<file path="src/rtl/snake_pkg.sv">
// Shared definitions for the snake game: direction encoding, the
// opposite-direction helper and the IR remote command codes.
package snake_pkg;

   typedef enum logic [1:0] {
      DIR_UP    = 2'd0,
      DIR_DOWN  = 2'd1,
      DIR_LEFT  = 2'd2,
      DIR_RIGHT = 2'd3
   } dir_t;

   localparam logic [7:0] IR_CODE_UP    = 8'h18;
   localparam logic [7:0] IR_CODE_DOWN  = 8'h52;
   localparam logic [7:0] IR_CODE_LEFT  = 8'h08;
   localparam logic [7:0] IR_CODE_RIGHT = 8'h5A;
   localparam logic [7:0] IR_CODE_OK    = 8'h1C;

   // Up/down and left/right differ only in bit 0.
   function automatic logic [1:0] dir_opposite(input logic [1:0] d);
      return d ^ 2'b01;
   endfunction

endpackage

</file>
<file path="src/rtl/dir_fifo.sv">
// Generic synchronous FIFO with a registered show-ahead head and level count.
// A push while full is accepted only when a pop happens in the same cycle.
module dir_fifo #(
   parameter int unsigned WIDTH = 2,
   parameter int unsigned DEPTH = 4
) (
   input  logic                       clk,
   input  logic                       rst,
   input  logic                       flush,
   input  logic                       push,
   input  logic [WIDTH-1:0]           wdata,
   input  logic                       pop,
   output logic [WIDTH-1:0]           rdata,
   output logic                       valid,
   output logic                       full,
   output logic [$clog2(DEPTH):0]     level
);

   localparam int unsigned AW = $clog2(DEPTH);
   localparam logic [AW:0] LvlFull = (AW+1)'(DEPTH);

   logic [WIDTH-1:0] mem_q [DEPTH];
   logic [AW-1:0]    rd_ptr_q, wr_ptr_q, rd_next;
   logic [AW:0]      level_q;
   logic [WIDTH-1:0] head_q;
   logic             pop_ok, push_ok;

   // Handshake qualification: pop needs data, push needs room or a same-cycle pop.
   always_comb begin
      pop_ok  = pop && (level_q != '0);
      push_ok = push && ((level_q != LvlFull) || pop_ok);
      rd_next = rd_ptr_q + 1'b1;
   end

   // Storage array; contents beyond the pointers are don't-care, so no reset.
   always_ff @(posedge clk) begin
      if (push_ok) begin
         mem_q[wr_ptr_q] <= wdata;
      end
   end

   // Pointers, level and head register.
   always_ff @(posedge clk) begin
      if (rst || flush) begin
         rd_ptr_q <= '0;
         wr_ptr_q <= '0;
         level_q  <= '0;
         head_q   <= '0;
      end else begin
         if (push_ok) wr_ptr_q <= wr_ptr_q + 1'b1;
         if (pop_ok)  rd_ptr_q <= rd_next;
         unique case ({push_ok, pop_ok})
            2'b10:   level_q <= level_q + 1'b1;
            2'b01:   level_q <= level_q - 1'b1;
            default: level_q <= level_q;
         endcase
         // New data becomes head when the queue is (or is about to be) empty.
         if (push_ok && ((level_q == '0) || (pop_ok && (level_q == (AW+1)'(1))))) begin
            head_q <= wdata;
         end else if (pop_ok && (level_q > (AW+1)'(1))) begin
            head_q <= mem_q[rd_next];
         end
      end
   end

   assign rdata = head_q;
   assign valid = (level_q != '0);
   assign full  = (level_q == LvlFull);
   assign level = level_q;

endmodule

</file>
<file path="src/rtl/dir_cmd_queue.sv">
// Direction command queue in front of game_logic: merges key flags and IR
// frames, drops reversals/duplicates, and buffers legal turns in a FIFO.
// Optional macro DIR_CMD_IR_REPEAT_EN: IR repeat frames re-present the last
// IR direction as a candidate.
module dir_cmd_queue
   import snake_pkg::*;
#(
   parameter int unsigned DEPTH    = 4,
   parameter logic [7:0]  IR_UP    = IR_CODE_UP,
   parameter logic [7:0]  IR_DOWN  = IR_CODE_DOWN,
   parameter logic [7:0]  IR_LEFT  = IR_CODE_LEFT,
   parameter logic [7:0]  IR_RIGHT = IR_CODE_RIGHT,
   parameter logic [7:0]  IR_OK    = IR_CODE_OK,
   parameter logic [1:0]  INIT_DIR = 2'd3
) (
   input  logic                   sys_clk,
   input  logic                   sys_rst,
   input  logic                   kf_up,
   input  logic                   kf_down,
   input  logic                   kf_left,
   input  logic                   kf_right,
   input  logic                   ir_data_en,
   input  logic [7:0]             ir_data,
   input  logic                   ir_repeat_en,
   input  logic                   cmd_ready,
   output logic                   cmd_valid,
   output logic [1:0]             cmd_dir,
   output logic                   paused,
   output logic                   overflow,
   output logic [$clog2(DEPTH):0] level
);

   logic       paused_q, paused_d;
   logic       overflow_q, overflow_d;
   logic [1:0] last_dir_q, last_dir_d;

   logic       ir_dir_hit;
   logic [1:0] ir_dir;
   logic       cand_valid;
   logic [1:0] cand_dir;
   logic       toggle;
   logic       push_req;
   logic       pop;
   logic       fifo_full;

   // IR byte decode into a direction.
   always_comb begin
      ir_dir_hit = 1'b0;
      ir_dir     = DIR_UP;
      if (ir_data_en) begin
         if (ir_data == IR_UP) begin
            ir_dir_hit = 1'b1;
            ir_dir     = DIR_UP;
         end else if (ir_data == IR_DOWN) begin
            ir_dir_hit = 1'b1;
            ir_dir     = DIR_DOWN;
         end else if (ir_data == IR_LEFT) begin
            ir_dir_hit = 1'b1;
            ir_dir     = DIR_LEFT;
         end else if (ir_data == IR_RIGHT) begin
            ir_dir_hit = 1'b1;
            ir_dir     = DIR_RIGHT;
         end
      end
   end

`ifdef DIR_CMD_IR_REPEAT_EN
   logic [1:0] last_ir_dir_q;
   logic       last_ir_vld_q;

   // Remember the last IR direction so repeat frames can re-present it.
   always_ff @(posedge sys_clk) begin
      if (sys_rst) begin
         last_ir_dir_q <= 2'd0;
         last_ir_vld_q <= 1'b0;
      end else if (ir_dir_hit) begin
         last_ir_dir_q <= ir_dir;
         last_ir_vld_q <= 1'b1;
      end
   end
`else
   logic unused_ir_repeat;
   assign unused_ir_repeat = ir_repeat_en;
`endif

   // Source select: keys (up > down > left > right) beat IR; OK toggles pause
   // regardless of which source wins.
   always_comb begin
      cand_valid = 1'b0;
      cand_dir   = DIR_UP;
      if (kf_up) begin
         cand_valid = 1'b1;
         cand_dir   = DIR_UP;
      end else if (kf_down) begin
         cand_valid = 1'b1;
         cand_dir   = DIR_DOWN;
      end else if (kf_left) begin
         cand_valid = 1'b1;
         cand_dir   = DIR_LEFT;
      end else if (kf_right) begin
         cand_valid = 1'b1;
         cand_dir   = DIR_RIGHT;
      end else if (ir_dir_hit) begin
         cand_valid = 1'b1;
         cand_dir   = ir_dir;
`ifdef DIR_CMD_IR_REPEAT_EN
      end else if (ir_repeat_en && last_ir_vld_q) begin
         cand_valid = 1'b1;
         cand_dir   = last_ir_dir_q;
`endif
      end
      toggle = ir_data_en && (ir_data == IR_OK);
   end

   // Filter and state next-values; a toggle cycle flushes, so it never pushes.
   always_comb begin
      paused_d   = paused_q;
      overflow_d = overflow_q;
      last_dir_d = last_dir_q;
      push_req   = cand_valid && !paused_q && !toggle
                   && (cand_dir != last_dir_q)
                   && (cand_dir != dir_opposite(last_dir_q));
      pop        = cmd_valid && cmd_ready && !toggle;
      if (toggle) paused_d = !paused_q;
      if (push_req) begin
         if (fifo_full && !pop) begin
            overflow_d = 1'b1;
         end else begin
            last_dir_d = cand_dir;
         end
      end
   end

   // Control state registers.
   always_ff @(posedge sys_clk) begin
      if (sys_rst) begin
         paused_q   <= 1'b0;
         overflow_q <= 1'b0;
         last_dir_q <= INIT_DIR;
      end else begin
         paused_q   <= paused_d;
         overflow_q <= overflow_d;
         last_dir_q <= last_dir_d;
      end
   end

   dir_fifo #(
      .WIDTH (2),
      .DEPTH (DEPTH)
   ) u_fifo (
      .clk   (sys_clk),
      .rst   (sys_rst),
      .flush (toggle),
      .push  (push_req),
      .wdata (cand_dir),
      .pop   (pop),
      .rdata (cmd_dir),
      .valid (cmd_valid),
      .full  (fifo_full),
      .level (level)
   );

   assign paused   = paused_q;
   assign overflow = overflow_q;

endmodule

</file>
<file path="config.mk">
export PLATFORM = sky130hd
export DESIGN_NAME = dir_cmd_queue
export DESIGN_NICKNAME = d
export VERILOG_FILES = /design/src/rtl/snake_pkg.sv /design/src/rtl/dir_fifo.sv /design/src/rtl/dir_cmd_queue.sv
export SDC_FILE = /design/constraint.sdc
export NUM_CORES = 1
export LEC_CHECK = 0
export CAP_MARGIN = 10
export CORE_UTILIZATION = 45
export CTS_BUF_LIST = sky130_fd_sc_hd__clkbuf_8
export CTS_CLUSTER_DIAMETER = 150
export CTS_CLUSTER_SIZE = 14
export DETAILED_ROUTE_END_ITERATION = 10
export PLACE_DENSITY = 0.76
export SYNTH_ARGS = -nofsm -noshare
export SYNTH_HDL_FRONTEND = slang
export SYNTH_SLANG_ARGS = --single-unit
</file>
<file path="constraint.sdc">
create_clock -name sys_clk -period 2 [get_ports sys_clk]
set_input_delay 0.3 -clock sys_clk [delete_from_list [all_inputs] [get_ports sys_clk]]
set_output_delay 0.3 -clock sys_clk [all_outputs]
set_load 0.005 [all_outputs]
</file>
==> run summary <==
The height of the die came out at 52.7 µm. In the synthesized netlist the dominant register cell turns out to be sky130_fd_sc_hd__dfxtp_1. Across every metal layer, demand over resource in global routing totals 23.3%. The type of the worst min-delay path is reg -> reg. The number of hold-slack violations in the final timing report is 0. The placer congestion estimate is 0.812.

Along the worst path, the maximum fanout reaches 5. Setup violations remaining at the end of the flow were counted as 0. The final layout contains routed wiring with a total length of 3310 µm. The clock input transition at the sequential cells of the worst setup and hold paths came out at 80 ps. The core region is 2320 µm².

The cell sitting at the root of the clock tree is a sky130_fd_sc_hd__clkbuf_8. The filler cells instantiated in the layout total 130. The proportion of register bits with asynchronous set or reset after synthesis came out at 0%.

The first global-routing pass estimated 4560 µm of wire. The die width is 52.7 µm. The fraction of layout cells with a size suffix above 1 is 35.8%. The power per standard cell area came out at 978 nW/µm². Input and output buffers added on the ports amount to 23. Summed over all layers, the global routing overflow is 0. After layout, the worst path uses 99.9% of the clock period. The via density per instance is 5.60.

The average size of a mapped cell came out at 10.4 µm². In this run the remaining antenna-violating nets after routing total 0. Once the floorplan was initialized, standard cells occupied 49.8% of the core. The via count of the first global-routing pass came out at 1,026. The CTS buffer count is 3.

Yosys printed 0 warnings. The sequential-to-total area share from yosys stat came out at 41.6%. TritonCTS built the clock tree. The number of nets handed over by synthesis was 137.

Setup slack on the worst reg-to-reg path comes out at 50 ps. The clock drives 20 sinks. At the worst endpoint, the required time is 2160 ps.

The smallest clock period supported by the final layout is computed as 2000 ps. The post-synthesis instance total is 111. The analysis attributes to cell leakage a power of 0.755 nW. The synthesized flop and latch total is 20. For the final routed database, the setup TNS stands at 0 ps.

The number of buffers on the longest clock path came out at 2. The number of enable-type register cells in the synthesized netlist is 8. The remaining design rule violation count is 0. The post-route worst hold slack is 475 ps.

The pin count of the biggest net entering global routing came out at 13. The highest clock frequency the design can meet came out at 501 MHz. The total via count in the routed design is 1,048. The starting DRC count in detailed routing came out at 38.

The later pin in the worst-skew pair is clocked with a latency of 260 ps. The worst supply voltage drop on vdd is 0.000787 V. Before antenna repair, the detailed router went through 4 iterations. The largest total area in the synthesized netlist belongs to sky130_fd_sc_hd__dfxtp_1. The synthesized netlist occupies a cell area of 1150 µm². The critical path arrival is 2160 ps.

The worst setup path is captured at a flip-flop. After detailed routing, the average wire length per cell comes to 17.7 µm. In the post-synthesis netlist, the biggest area contributors are sky130_fd_sc_hd__dfxtp_1 21%, sky130_fd_sc_hd__edfxtp_1 21%, sky130_fd_sc_hd__ha_1 9.8%. The actual slew at the worst max-slew pin came out at 473 ps.

The number of antenna violations at the first check in global routing was 0. The HPWL reported at the end of detailed placement came out at 2000 µm. The placement row count came out at 17. Across the run, the number of max-cap violations was 0.

The critical path is of the in -> reg type. The number of H-tree levels is 1. The number of max-slew violations in the final report is 0. The run finished with clean final reports. The die outline area is 2770 µm². The element type at the critical path start is an input port.

The net count of the finished layout is 186. The headroom to the max-slew limit is 68.2%. From synthesis to final layout, the design area changed by 55.4%.

The number of buffers inserted by hold repair at cts came out at 0. The number of I/O pins came out at 25. Of the post-synthesis cell area, the dominant cell type holds 20.8%. The final antenna diode count is 0. The final clock skew is 4.12 ps. The number of different library cells in the post-synthesis netlist came out at 38.
## layer usage
metal | wire (µm) | track usage (%) | part of all wire, %
met1 | 1390 | 27.2 | 42
met2 | 1710 | 40.7 | 52
met5 | 0 | 0 | 0
met3 | 150 | 4.06 | 4.5
met4 | 54 | 10.5 | 1.6
## where the power goes
| part | internal (mW) | switching, mW | leakage (nW) |
|---|---|---|---|
| Clock | 0.267 | 0.145 | 0.0357 |
| Combinational | 0.423 | 0.362 | 0.546 |
| Sequential | 0.503 | 0.0536 | 0.174 |
## flip-flops by register name (all words and copies together), names as in the netlist
signal and cells:
last_dir_q 1, u_fifo.wr_ptr_q 2, u_fifo.rdata 2, overflow 1, u_fifo.level 3, u_fifo.mem_q 8, u_fifo.rd_ptr_q 2, paused 1
## cells by family after synthesis
logic type	Yosys count	share of synthesized area, %
multiplexers	6	7.58
AND/OR/NAND/NOR	42	20.3
AO/OA/AOI/OAI	20	13.7
buffers and inverters	8	2.60
flip-flops	20	41.6
adder cells (fa/ha/maj)	9	9.75
XOR/XNOR	6	4.55
## cells in the final DEF (no fill, tap or decap), types with 3 or more instances in the layout
master and instances:
sky130_fd_sc_hd__xor2_1 3, sky130_fd_sc_hd__clkdlybuf4s50_1 10, sky130_fd_sc_hd__nor2_1 10, sky130_fd_sc_hd__clkbuf_8 3, sky130_fd_sc_hd__inv_1 4, sky130_fd_sc_hd__buf_4 21
sky130_fd_sc_hd__a21oi_1 4, sky130_fd_sc_hd__ha_1 7, sky130_fd_sc_hd__xnor2_1 3, sky130_fd_sc_hd__dlymetal6s2s_1 4, sky130_fd_sc_hd__edfxtp_1 8, sky130_fd_sc_hd__inv_2 3
sky130_fd_sc_hd__dfxtp_1 11, sky130_fd_sc_hd__and2_1 4, sky130_fd_sc_hd__nand2_1 8, sky130_fd_sc_hd__dlygate4sd2_1 7
## critical path, cell delays in order
cell	delay (ps)
sky130_fd_sc_hd__clkdlybuf4s15_1	200
sky130_fd_sc_hd__nor4b_4	280
sky130_fd_sc_hd__buf_4	200
sky130_fd_sc_hd__nand4_1	140
sky130_fd_sc_hd__buf_4	200
sky130_fd_sc_hd__and3_2	250
sky130_fd_sc_hd__ha_4	180
sky130_fd_sc_hd__mux2i_1	110
sky130_fd_sc_hd__nor2_1	120
sky130_fd_sc_hd__xnor2_1	130
sky130_fd_sc_hd__nor2_1	50
## cells in the mapped netlist (2+ instances only)
library cell,number
sky130_fd_sc_hd__or2_2,3
sky130_fd_sc_hd__mux2_2,2
sky130_fd_sc_hd__xnor2_1,3
sky130_fd_sc_hd__a211oi_1,3
sky130_fd_sc_hd__o211a_1,2
sky130_fd_sc_hd__o2111ai_1,2
sky130_fd_sc_hd__nor3_1,2
sky130_fd_sc_hd__a21o_1,2
sky130_fd_sc_hd__mux4_2,2
sky130_fd_sc_hd__inv_1,7
sky130_fd_sc_hd__nand3_1,3
sky130_fd_sc_hd__dfxtp_1,12
sky130_fd_sc_hd__and2_1,4
sky130_fd_sc_hd__a31oi_1,2
sky130_fd_sc_hd__nor2_1,11
sky130_fd_sc_hd__edfxtp_1,8
sky130_fd_sc_hd__a21oi_1,4
sky130_fd_sc_hd__ha_1,9
sky130_fd_sc_hd__xor2_1,3
sky130_fd_sc_hd__mux2i_1,2
sky130_fd_sc_hd__nand2_1,8
## cell type report
type                    count  area [µm²]  share of cell area, %
inverters                   7        26.3                   1.46
well taps                  28        35.0                   1.95
clock buffers               3        41.3                   2.30
multi-input cells          83         779                   43.4
clock inverters             1        30.0                   1.67
flip-flops and latches     20         482                   26.8
repair buffers             45         400                   22.3
## path summary, 6_finish.rpt
| kind | from | endpoint | depth (start not counted) |
|---|---|---|---|
| max | ir_data[5] | u_fifo.level[2]$_SDFFE_PP0P_ | 11 |
| min | paused$_SDFFE_PP0P_ | paused$_SDFFE_PP0P_ | 2 |
| max reg2reg | u_fifo.level[1]$_SDFFE_PP0P_ | u_fifo.rdata[1]$_SDFFE_PP0P_ | 8 |
| min reg2reg | paused$_SDFFE_PP0P_ | paused$_SDFFE_PP0P_ | 2 |
## what timing repair did
item | CTS | global route
buffers inserted | 4 | 2
endpoints found under the setup margin | 15 | 5
pin swaps | 12 | 10
gates resized for setup | 20 | 17
## per-stage QoR
stage | cells | utilization, % | power [mW] | instance area [µm²] | worst slack (ps)
CTS | 185 | 73.9 | 1.65 | 1710 | 1.09
global placement | 177 | 67.4 | 1.22 | 1560 | -419
detailed placement | 177 | 67.4 | 1.24 | 1560 | -475
global route | 187 | 77.4 | 1.84 | 1790 | -65.4
floorplan | 111 | - | 0.952 | 1180 | 26.3
finish | 187 | 77.4 | 1.75 | 1790 | 2.57
(Power assumes the default switching activity.)
